==> config.mk <==
export PLATFORM = sky130hd
export DESIGN_NAME = id_ex_stage
export DESIGN_NICKNAME = d
export VERILOG_FILES = /design/src/rtl/id_ex_stage_pkg.sv /design/src/rtl/id_ex_stage_fwd_mux.sv /design/src/rtl/id_ex_stage.sv
export SDC_FILE = /design/constraint.sdc
export NUM_CORES = 1
export LEC_CHECK = 0
export BUFFER_PORTS_ARGS = -buffer_cell sky130_fd_sc_hd__buf_4
export CAP_MARGIN = 20
export CORE_ASPECT_RATIO = 1.2
export CORE_MARGIN = 4
export CORE_UTILIZATION = 49
export CTS_CLUSTER_DIAMETER = 120
export DETAILED_ROUTE_END_ITERATION = 6
export PLACE_DENSITY = 0.81
export RECOVER_POWER = 25
export SETUP_SLACK_MARGIN = 0.1
export SLEW_MARGIN = 20
export SYNTH_ARGS = -nofsm -noshare
export SYNTH_HDL_FRONTEND = slang
export SYNTH_SLANG_ARGS = --single-unit
==> constraint.sdc <==
create_clock -name clk -period 2.3 [get_ports clk]
set_input_delay 0.115 -clock clk [delete_from_list [all_inputs] [get_ports clk]]
set_output_delay 0.115 -clock clk [all_outputs]
set_load 0.01 [all_outputs]
==> src/rtl/id_ex_stage_pkg.sv <==
// Shared definitions for the ID/EX pipeline register: ALU opcodes, forward
// select encoding and the registered control bundle.
package id_ex_stage_pkg;

  localparam logic [3:0] ALU_AND = 4'b0000;
  localparam logic [3:0] ALU_OR  = 4'b0001;
  localparam logic [3:0] ALU_ADD = 4'b0010;
  localparam logic [3:0] ALU_SUB = 4'b0110;
  localparam logic [3:0] ALU_SLL = 4'b1000;
  localparam logic [3:0] ALU_SRL = 4'b1001;
  localparam logic [3:0] ALU_SRA = 4'b1011;

  typedef enum logic [1:0] {
    FWD_REG   = 2'b00,
    FWD_MEMWB = 2'b01,
    FWD_EXMEM = 2'b10
  } fwd_sel_e;

  typedef struct packed {
    logic       valid;
    logic       reg_write;
    logic       mem_read;
    logic       mem_write;
    logic       mem_to_reg;
    logic       alu_src;
    logic [3:0] alu_control;
  } ctrl_t;

  // A bubble is the all-zero bundle: ALU_AND with every write-enable low.
  localparam ctrl_t CTRL_BUBBLE = '0;

  function automatic ctrl_t gate_ctrl(input ctrl_t c);
    return c.valid ? c : CTRL_BUBBLE;
  endfunction

endpackage

==> src/rtl/id_ex_stage_fwd_mux.sv <==
// Operand forwarding mux for one source register: EX/MEM beats MEM/WB beats
// the register-file value; register 0 never matches.
module fwd_mux
  import id_ex_stage_pkg::*;
#(
  parameter int DATA_W = 32,
  parameter int REG_AW = 5
) (
  input  logic [REG_AW-1:0] rs,
  input  logic [DATA_W-1:0] reg_data,
  input  logic [REG_AW-1:0] ex_mem_rd,
  input  logic              ex_mem_reg_write,
  input  logic [DATA_W-1:0] ex_mem_result,
  input  logic [REG_AW-1:0] mem_wb_rd,
  input  logic              mem_wb_reg_write,
  input  logic [DATA_W-1:0] mem_wb_data,
  output logic [DATA_W-1:0] data
);

  logic     ex_hit;
  logic     wb_hit;
  fwd_sel_e sel;

  assign ex_hit = ex_mem_reg_write && (ex_mem_rd != '0) && (ex_mem_rd == rs);
  assign wb_hit = mem_wb_reg_write && (mem_wb_rd != '0) && (mem_wb_rd == rs);

  always_comb begin
    sel = FWD_REG;
    if (ex_hit) begin
      sel = FWD_EXMEM;
    end else if (wb_hit) begin
      sel = FWD_MEMWB;
    end
  end

  always_comb begin
    data = reg_data;
    case (sel)
      FWD_EXMEM: data = ex_mem_result;
      FWD_MEMWB: data = mem_wb_data;
      default:   data = reg_data;
    endcase
  end

endmodule

==> src/rtl/id_ex_stage.sv <==
// ID/EX pipeline register with EX/MEM and MEM/WB operand forwarding and
// load-use stall detection; feeds A, B and the ALU code to the ALU.
module id_ex_stage
  import id_ex_stage_pkg::*;
#(
  parameter int DATA_W = 32,
  parameter int REG_AW = 5
) (
  input  logic              clk,
  input  logic              rst_n,
  input  logic              Valid_In,
  input  logic [REG_AW-1:0] Rs1_In,
  input  logic [REG_AW-1:0] Rs2_In,
  input  logic [REG_AW-1:0] Rd_In,
  input  logic [DATA_W-1:0] Rs1Data_In,
  input  logic [DATA_W-1:0] Rs2Data_In,
  input  logic [DATA_W-1:0] Imm_In,
  input  logic              ALUSrc_In,
  input  logic [3:0]        ALUcontrol_In,
  input  logic              RegWrite_In,
  input  logic              MemRead_In,
  input  logic              MemWrite_In,
  input  logic              MemtoReg_In,
  input  logic              Flush_In,
  input  logic              Hold_In,
  input  logic [REG_AW-1:0] ExMemRd_In,
  input  logic              ExMemRegWrite_In,
  input  logic [DATA_W-1:0] ExMemResult_In,
  input  logic [REG_AW-1:0] MemWbRd_In,
  input  logic              MemWbRegWrite_In,
  input  logic [DATA_W-1:0] MemWbData_In,
  output logic [DATA_W-1:0] A,
  output logic [DATA_W-1:0] B,
  output logic [DATA_W-1:0] StoreData,
  output logic [3:0]        ALUcontrol_Out,
  output logic [REG_AW-1:0] Rd_Out,
  output logic              Valid_Out,
  output logic              RegWrite_Out,
  output logic              MemRead_Out,
  output logic              MemWrite_Out,
  output logic              MemtoReg_Out,
  output logic              Stall_Out
);

  ctrl_t             ctrl_in;
  ctrl_t             ctrl_q;
  logic [REG_AW-1:0] rs1_q;
  logic [REG_AW-1:0] rs2_q;
  logic [REG_AW-1:0] rd_q;
  logic [DATA_W-1:0] rs1_data_q;
  logic [DATA_W-1:0] rs2_data_q;
  logic [DATA_W-1:0] imm_q;
  logic [DATA_W-1:0] rs1_fwd;
  logic [DATA_W-1:0] rs2_fwd;
  logic              load_use;

  assign ctrl_in = '{
    valid:       Valid_In,
    reg_write:   RegWrite_In,
    mem_read:    MemRead_In,
    mem_write:   MemWrite_In,
    mem_to_reg:  MemtoReg_In,
    alu_src:     ALUSrc_In,
    alu_control: ALUcontrol_In
  };

  // Rs2 is compared even for immediate-form decodes; a spare stall is harmless.
  assign load_use = ctrl_q.valid && ctrl_q.mem_read && (rd_q != '0) && Valid_In &&
                    ((rd_q == Rs1_In) || (rd_q == Rs2_In));

  always_ff @(posedge clk or negedge rst_n) begin
    if (!rst_n) begin
      ctrl_q     <= CTRL_BUBBLE;
      rs1_q      <= '0;
      rs2_q      <= '0;
      rd_q       <= '0;
      rs1_data_q <= '0;
      rs2_data_q <= '0;
      imm_q      <= '0;
    end else if (!Hold_In) begin
      if (Flush_In || load_use) begin
        ctrl_q     <= CTRL_BUBBLE;
        rs1_q      <= '0;
        rs2_q      <= '0;
        rd_q       <= '0;
        rs1_data_q <= '0;
        rs2_data_q <= '0;
        imm_q      <= '0;
      end else begin
        ctrl_q     <= gate_ctrl(ctrl_in);
        rs1_q      <= Rs1_In;
        rs2_q      <= Rs2_In;
        rd_q       <= Rd_In;
        rs1_data_q <= Rs1Data_In;
        rs2_data_q <= Rs2Data_In;
        imm_q      <= Imm_In;
      end
    end
  end

  fwd_mux #(.DATA_W(DATA_W), .REG_AW(REG_AW)) u_fwd_rs1 (
    .rs               (rs1_q),
    .reg_data         (rs1_data_q),
    .ex_mem_rd        (ExMemRd_In),
    .ex_mem_reg_write (ExMemRegWrite_In),
    .ex_mem_result    (ExMemResult_In),
    .mem_wb_rd        (MemWbRd_In),
    .mem_wb_reg_write (MemWbRegWrite_In),
    .mem_wb_data      (MemWbData_In),
    .data             (rs1_fwd)
  );

  fwd_mux #(.DATA_W(DATA_W), .REG_AW(REG_AW)) u_fwd_rs2 (
    .rs               (rs2_q),
    .reg_data         (rs2_data_q),
    .ex_mem_rd        (ExMemRd_In),
    .ex_mem_reg_write (ExMemRegWrite_In),
    .ex_mem_result    (ExMemResult_In),
    .mem_wb_rd        (MemWbRd_In),
    .mem_wb_reg_write (MemWbRegWrite_In),
    .mem_wb_data      (MemWbData_In),
    .data             (rs2_fwd)
  );

  assign A              = rs1_fwd;
  assign B              = ctrl_q.alu_src ? imm_q : rs2_fwd;
  assign StoreData      = rs2_fwd;
  assign ALUcontrol_Out = ctrl_q.alu_control;
  assign Rd_Out         = rd_q;
  assign Valid_Out      = ctrl_q.valid;
  assign RegWrite_Out   = ctrl_q.reg_write;
  assign MemRead_Out    = ctrl_q.mem_read;
  assign MemWrite_Out   = ctrl_q.mem_write;
  assign MemtoReg_Out   = ctrl_q.mem_to_reg;
  assign Stall_Out      = load_use;

endmodule

# Yosys cells after proc, flatten, opt, wreduce, memory -nomap -nowiden
# Index checks and enable logic that the tools add are counted.
[word_totals]
out_inout_bits = 111
reg_bits = 121
[op_classes]
mux = 15
eq_ne = 10
reduce_logical = 15
[op_table]
columns = ["op", "n"]
rows = [
  ["two-way mux 32 bit", 4],
  ["case mux 32 bit (2 select lines)", 2],
  ["equality test 5 bit", 6],
  ["two-way mux 10 bit", 2],
  ["two-way mux 5 bit", 3],
  ["nonzero test 5 bit", 3],
  ["logical AND 1 bit", 10],
  ["equality test 2 x 1 -> 1 bit, second input constant", 2],
  ["equality test 2 bit, second input constant", 2],
  ["two-way mux 2 bit", 2],
  ["logical OR 1 bit", 2],
  ["two-way mux 1 bit", 2],
]

# Longest topological paths before layout
[logic_depth]
word_depth = 8
mapped_depth = 7

# Cells and area by module
# Synthesis repeated with hierarchy kept, for this count alone.
[hier_totals]
cells_unflattened = 972
area_unflattened_um2 = 9073.7
[modules_own_cells]
columns = ["module", "seq_area_each_um2", "cells_each", "area_per_inst_um2", "n_inst"]
rows = [
  ["id_ex_stage", 3027.9, 612, 6033.3, 1],
  ["fwd_mux", 0.0, 180, 1520.2, 2],
]

# Worst setup path after synthesis
# OpenSTA, ideal clock, no wires.
[synth_timing]
path_type = "register to output"
start = "register rs2_q[2]"
end = "output port B[0]"
required_time_ns = 2.185
arrival_time_ns = 1.714
slack_ns = 0.471
path_stages_with_launch = 7
n_path_buf = 1
cell_sequence = "dfrtp_1 > xor2_1 > nor3_1 > nand4_4 > buf_12 > mux2i_1 > a221oi_2"
[synth_between]
elab_chain_len = 7
elab_cells_between_ends = 10
classes_between = "4 x eq/ne; 4 x mux; 2 x reduce/logical"
[synth_lines]
columns = ["item", "line", "text"]
rows = [
  ["start, declared", "id_ex_stage.sv:48", "logic [REG_AW-1:0] rs2_q;"],
  ["start signal, assigned", "id_ex_stage.sv:92", "rs2_q <= Rs2_In;"],
  ["equality test 5 bit", "id_ex_stage_fwd_mux.sv:25", "assign wb_hit = mem_wb_reg_write && (mem_wb_rd != '0) && (mem_wb_rd == rs);"],
  ["logical AND 1 bit", "id_ex_stage_fwd_mux.sv:25", ""],
  ["two-way mux 1 bit", "id_ex_stage_fwd_mux.sv:31", "end else if (wb_hit) begin"],
  ["two-way mux 2 bit *", "id_ex_stage_fwd_mux.sv:29", "if (ex_hit) begin"],
  ["equality test 2 x 1 -> 1 bit / equality test 2 bit (equally long branches)", "id_ex_stage_fwd_mux.sv:38", "case (sel)"],
  ["case mux 32 bit (2 select lines) *", "id_ex_stage_fwd_mux.sv:38", ""],
  ["two-way mux 32 bit *", "id_ex_stage.sv:126", "assign B = ctrl_q.alu_src ? imm_q : rs2_fwd;"],
  ["end, declared", "id_ex_stage.sv:33", "output logic [DATA_W-1:0] B,"],
]
# Every way passes the cells marked *; elsewhere a longest branch is shown, timed or not.

# Worst setup path in the final report
[layout_timing]
start = "register rs2_q[4]"
end = "output port B[17]"
# The elaborated chain is that of the path after synthesis.

==> run metrics <==
Die Wd=122 um; n_diodes=0; max-cap viol count=0; Slew headroom=0.149; switching part of the total=0.267; std cell rows=49; Syn Nets=987; status=finished, violations left; Yosys cell types=30; Internal=5.16 mW; final worst slack=-185 ps; synth cell count leaders=nor2b_1, dfrtp_1, a22o_1, mux2i_1, clkbuf_1; initial drt markers=536; worst-skew pair later-pin latency=410 ps; number of synthesized flops with an enable pin=0; CTS tree=yes; clock sink count=121; full die area=17800 um2; die height=145 um; slew of the pin with the lowest slew margin=1280 ps; kind of end point of the critical path=output pin; Core Region=15200 um2; Starting Density=0.506; CTS Buffer Depth=2; Final HPWL DP=18.2 mm; min-delay src=Rs1Data_In[19]; Worst Setup Path Type=reg -> out; maximum clock rate=0.402 GHz; clk slew on worst S/H paths=50 ps; Hold Vio Cnt, Final=0; worst endpoint required time=2180 ps; Static Leak=5.23 nW; Finished Core Util=0.746; via-per-instance ratio=5.73; final slew viol count=0; CP startpoint=rs2_q[4]$_DFFE_PN0N_; share of layout cells above drive strength 1=0.413; RR Startpoint=Rd_Out[3]$_DFFE_PN0N_; min Tclk post-route=2490 ps; post-synth top area share=0.393; Final period util=1.08; pre-CTS setup slack=193 ps; fillers=1125; power density over cell area=622 nW/um2; top_reg_cell synth=dfrtp_1; number of global-route vias before repair=7557; grt ovf=0; GPL Wtd Cong=0.933; failing checks=setup timing; setup TNS=-4020 ps; asr flop ratio synth=1.00; drt total wl=26.5 mm; Num CTS Buffers=17; drt pass-1 iters=5; Post-Synthesis Cells=786; initial antenna violation count=0; # IOs=312; routed len/inst=20.5 um; Clock power frac=0.405; YS warnings=0; Power Total=7.05 mW; clk root buf=clkbuf_16; final setup violating endpoints=63; DR vias=7416; largest net degree at the start of global routing=64; ranking of synthesized cells by area=dfrtp_1, a22o_1, nor2b_1, mux2i_1, a221oi_2; Combinational Power Share=0.251; most numerous cell in the Yosys netlist=nor2b_1; number of synthesized register bits=121; Worst EP arrival=2370 ps; crit start category=flop; Routed Antenna Nets=0; setup repair after global routing missed its margin=yes; sequential-to-total area share from yosys stat=0.393; final setup skew=7.78 ps; first-pass GRT wire length=40.5 mm; Post-Syn Area=7690 um2; top cell type by total area after synthesis=dfrtp_1; worst hold slack=43.0 ps; IO Port Bufs=311; GRT Overall Usage=0.289; VDD IR max=0.413 mV; Sw Pwr=1.88 mW; Area growth, synth to finish=47.3%; Hold Crit Class=in -> reg; Mean Syn Cell Area=9.79 um2; Flop pwr share=0.344; Crit Path Max Fanout=8; post-layout net count=1279; DRC violation count after routing=0; H-tree depth=4
[power groups by stage]
stage	clock network [mW]	logic, mW	registers [mW]
after CTS	2.88	1.72	2.41
after floorplan	0	0.826	2.41
after detailed placement	0	1.65	2.44
after global placement	0	1.62	2.44
after global routing	3.00	1.90	2.44
final	2.85	1.77	2.43
[through the flow]
stage / instance area, um2 / instances
3_5_place_dp: 10200 / 1245
4_1_cts: 11100 / 1289
5_1_grt: 11300 / 1295
6_report: 11300 / 1295
2_1_floorplan: 7690 / 786
3_3_place_gp: 10200 / 1245
[layout by cell type, fill, tap and decap left out, types with 16 or more instances in the layout]
master,n
inv_1,33
a21oi_1,21
a22o_1,112
xnor2_1,16
buf_4,316
dfrtp_1,120
mux2i_1,39
nor2_1,33
clkbuf_16,19
nor2b_1,122
a221oi_2,30
o21ai_1,31
nor3_1,32
nand2_1,34
[critical path, stage by stage, from the launching register on]
cell and delay, ps:
dfrtp_1 410, xor2_1 180, nor3_2 240, nand4_4 130
buf_12 170, clkbuf_16 180, mux2i_4 200, a221oi_2 260
buf_4 180
[flip-flops by register name, indices dropped and copies added, names as in the netlist]
signal          cells
Valid_Out           1
MemtoReg_Out        1
MemRead_Out         1
rs2_data_q         32
rs1_data_q         32
imm_q              32
Rd_Out              5
rs1_q               5
MemWrite_Out        1
rs2_q               5
RegWrite_Out        1
ALUcontrol_Out      4
ctrl_q              1
[per-layer routing]
metal,wire [um],up-vias,part of all wire,GRT usage
met2,13800,333,0.52,0.504
met3,1880,76,0.071,0.0646
li1,-,3410,-,-
met4,1040,0,0.039,0.124
met1,9860,3597,0.37,0.336
met5,0,-,0,0
[final timing paths]
path                       depth (start not counted)  slack, ps                       endpoint
max                                                8       -190                          B[17]
min                                                3         40     rs1_data_q[19]$_DFFE_PN0N_
max reg2reg                                        6        270           imm_q[5]$_DFFE_PN0N_
min reg2reg                                        1        490  ALUcontrol_Out[3]$_DFFE_PN0N_
max in group asynchronous                          3        410           rs2_q[3]$_DFFE_PN0N_
min in group asynchronous                          2        510          imm_q[17]$_DFFE_PN0N_
[final cells by class]
| class | instances | area, um2 | area share |
|---|---|---|---|
| clock buffer | 25 | 495 | 0.0437 |
| sequential | 121 | 3030 | 0.267 |
| timing repair buffer | 351 | 2890 | 0.255 |
| tap | 204 | 255 | 0.0225 |
| multi-input combinational | 554 | 4400 | 0.388 |
| inverter | 33 | 124 | 0.0109 |
| clock inverter | 7 | 138 | 0.0121 |
[cells by family (layout without fill, tap and decap cells)]
kind of cell    after synthesis  in the layout  synth area share
xor+xnor                     30             30            0.0341
simple gates                237            237             0.167
compound gates              223            223             0.247
mux                          64             64            0.0833
buf+inv                     111            416            0.0746
flops                       121            121             0.393
[timing repair]
action                                  in CTS  in global routing
setup buffers                                7                  4
pin swaps                                    6                 18
gates resized for setup                     28                 46
hold buffers                                 2                  0
endpoints found under the setup margin      95                 97
gates cloned                                 3                  2
endpoints found under the hold margin       50                  0
Power figures use the tool's default switching activity.
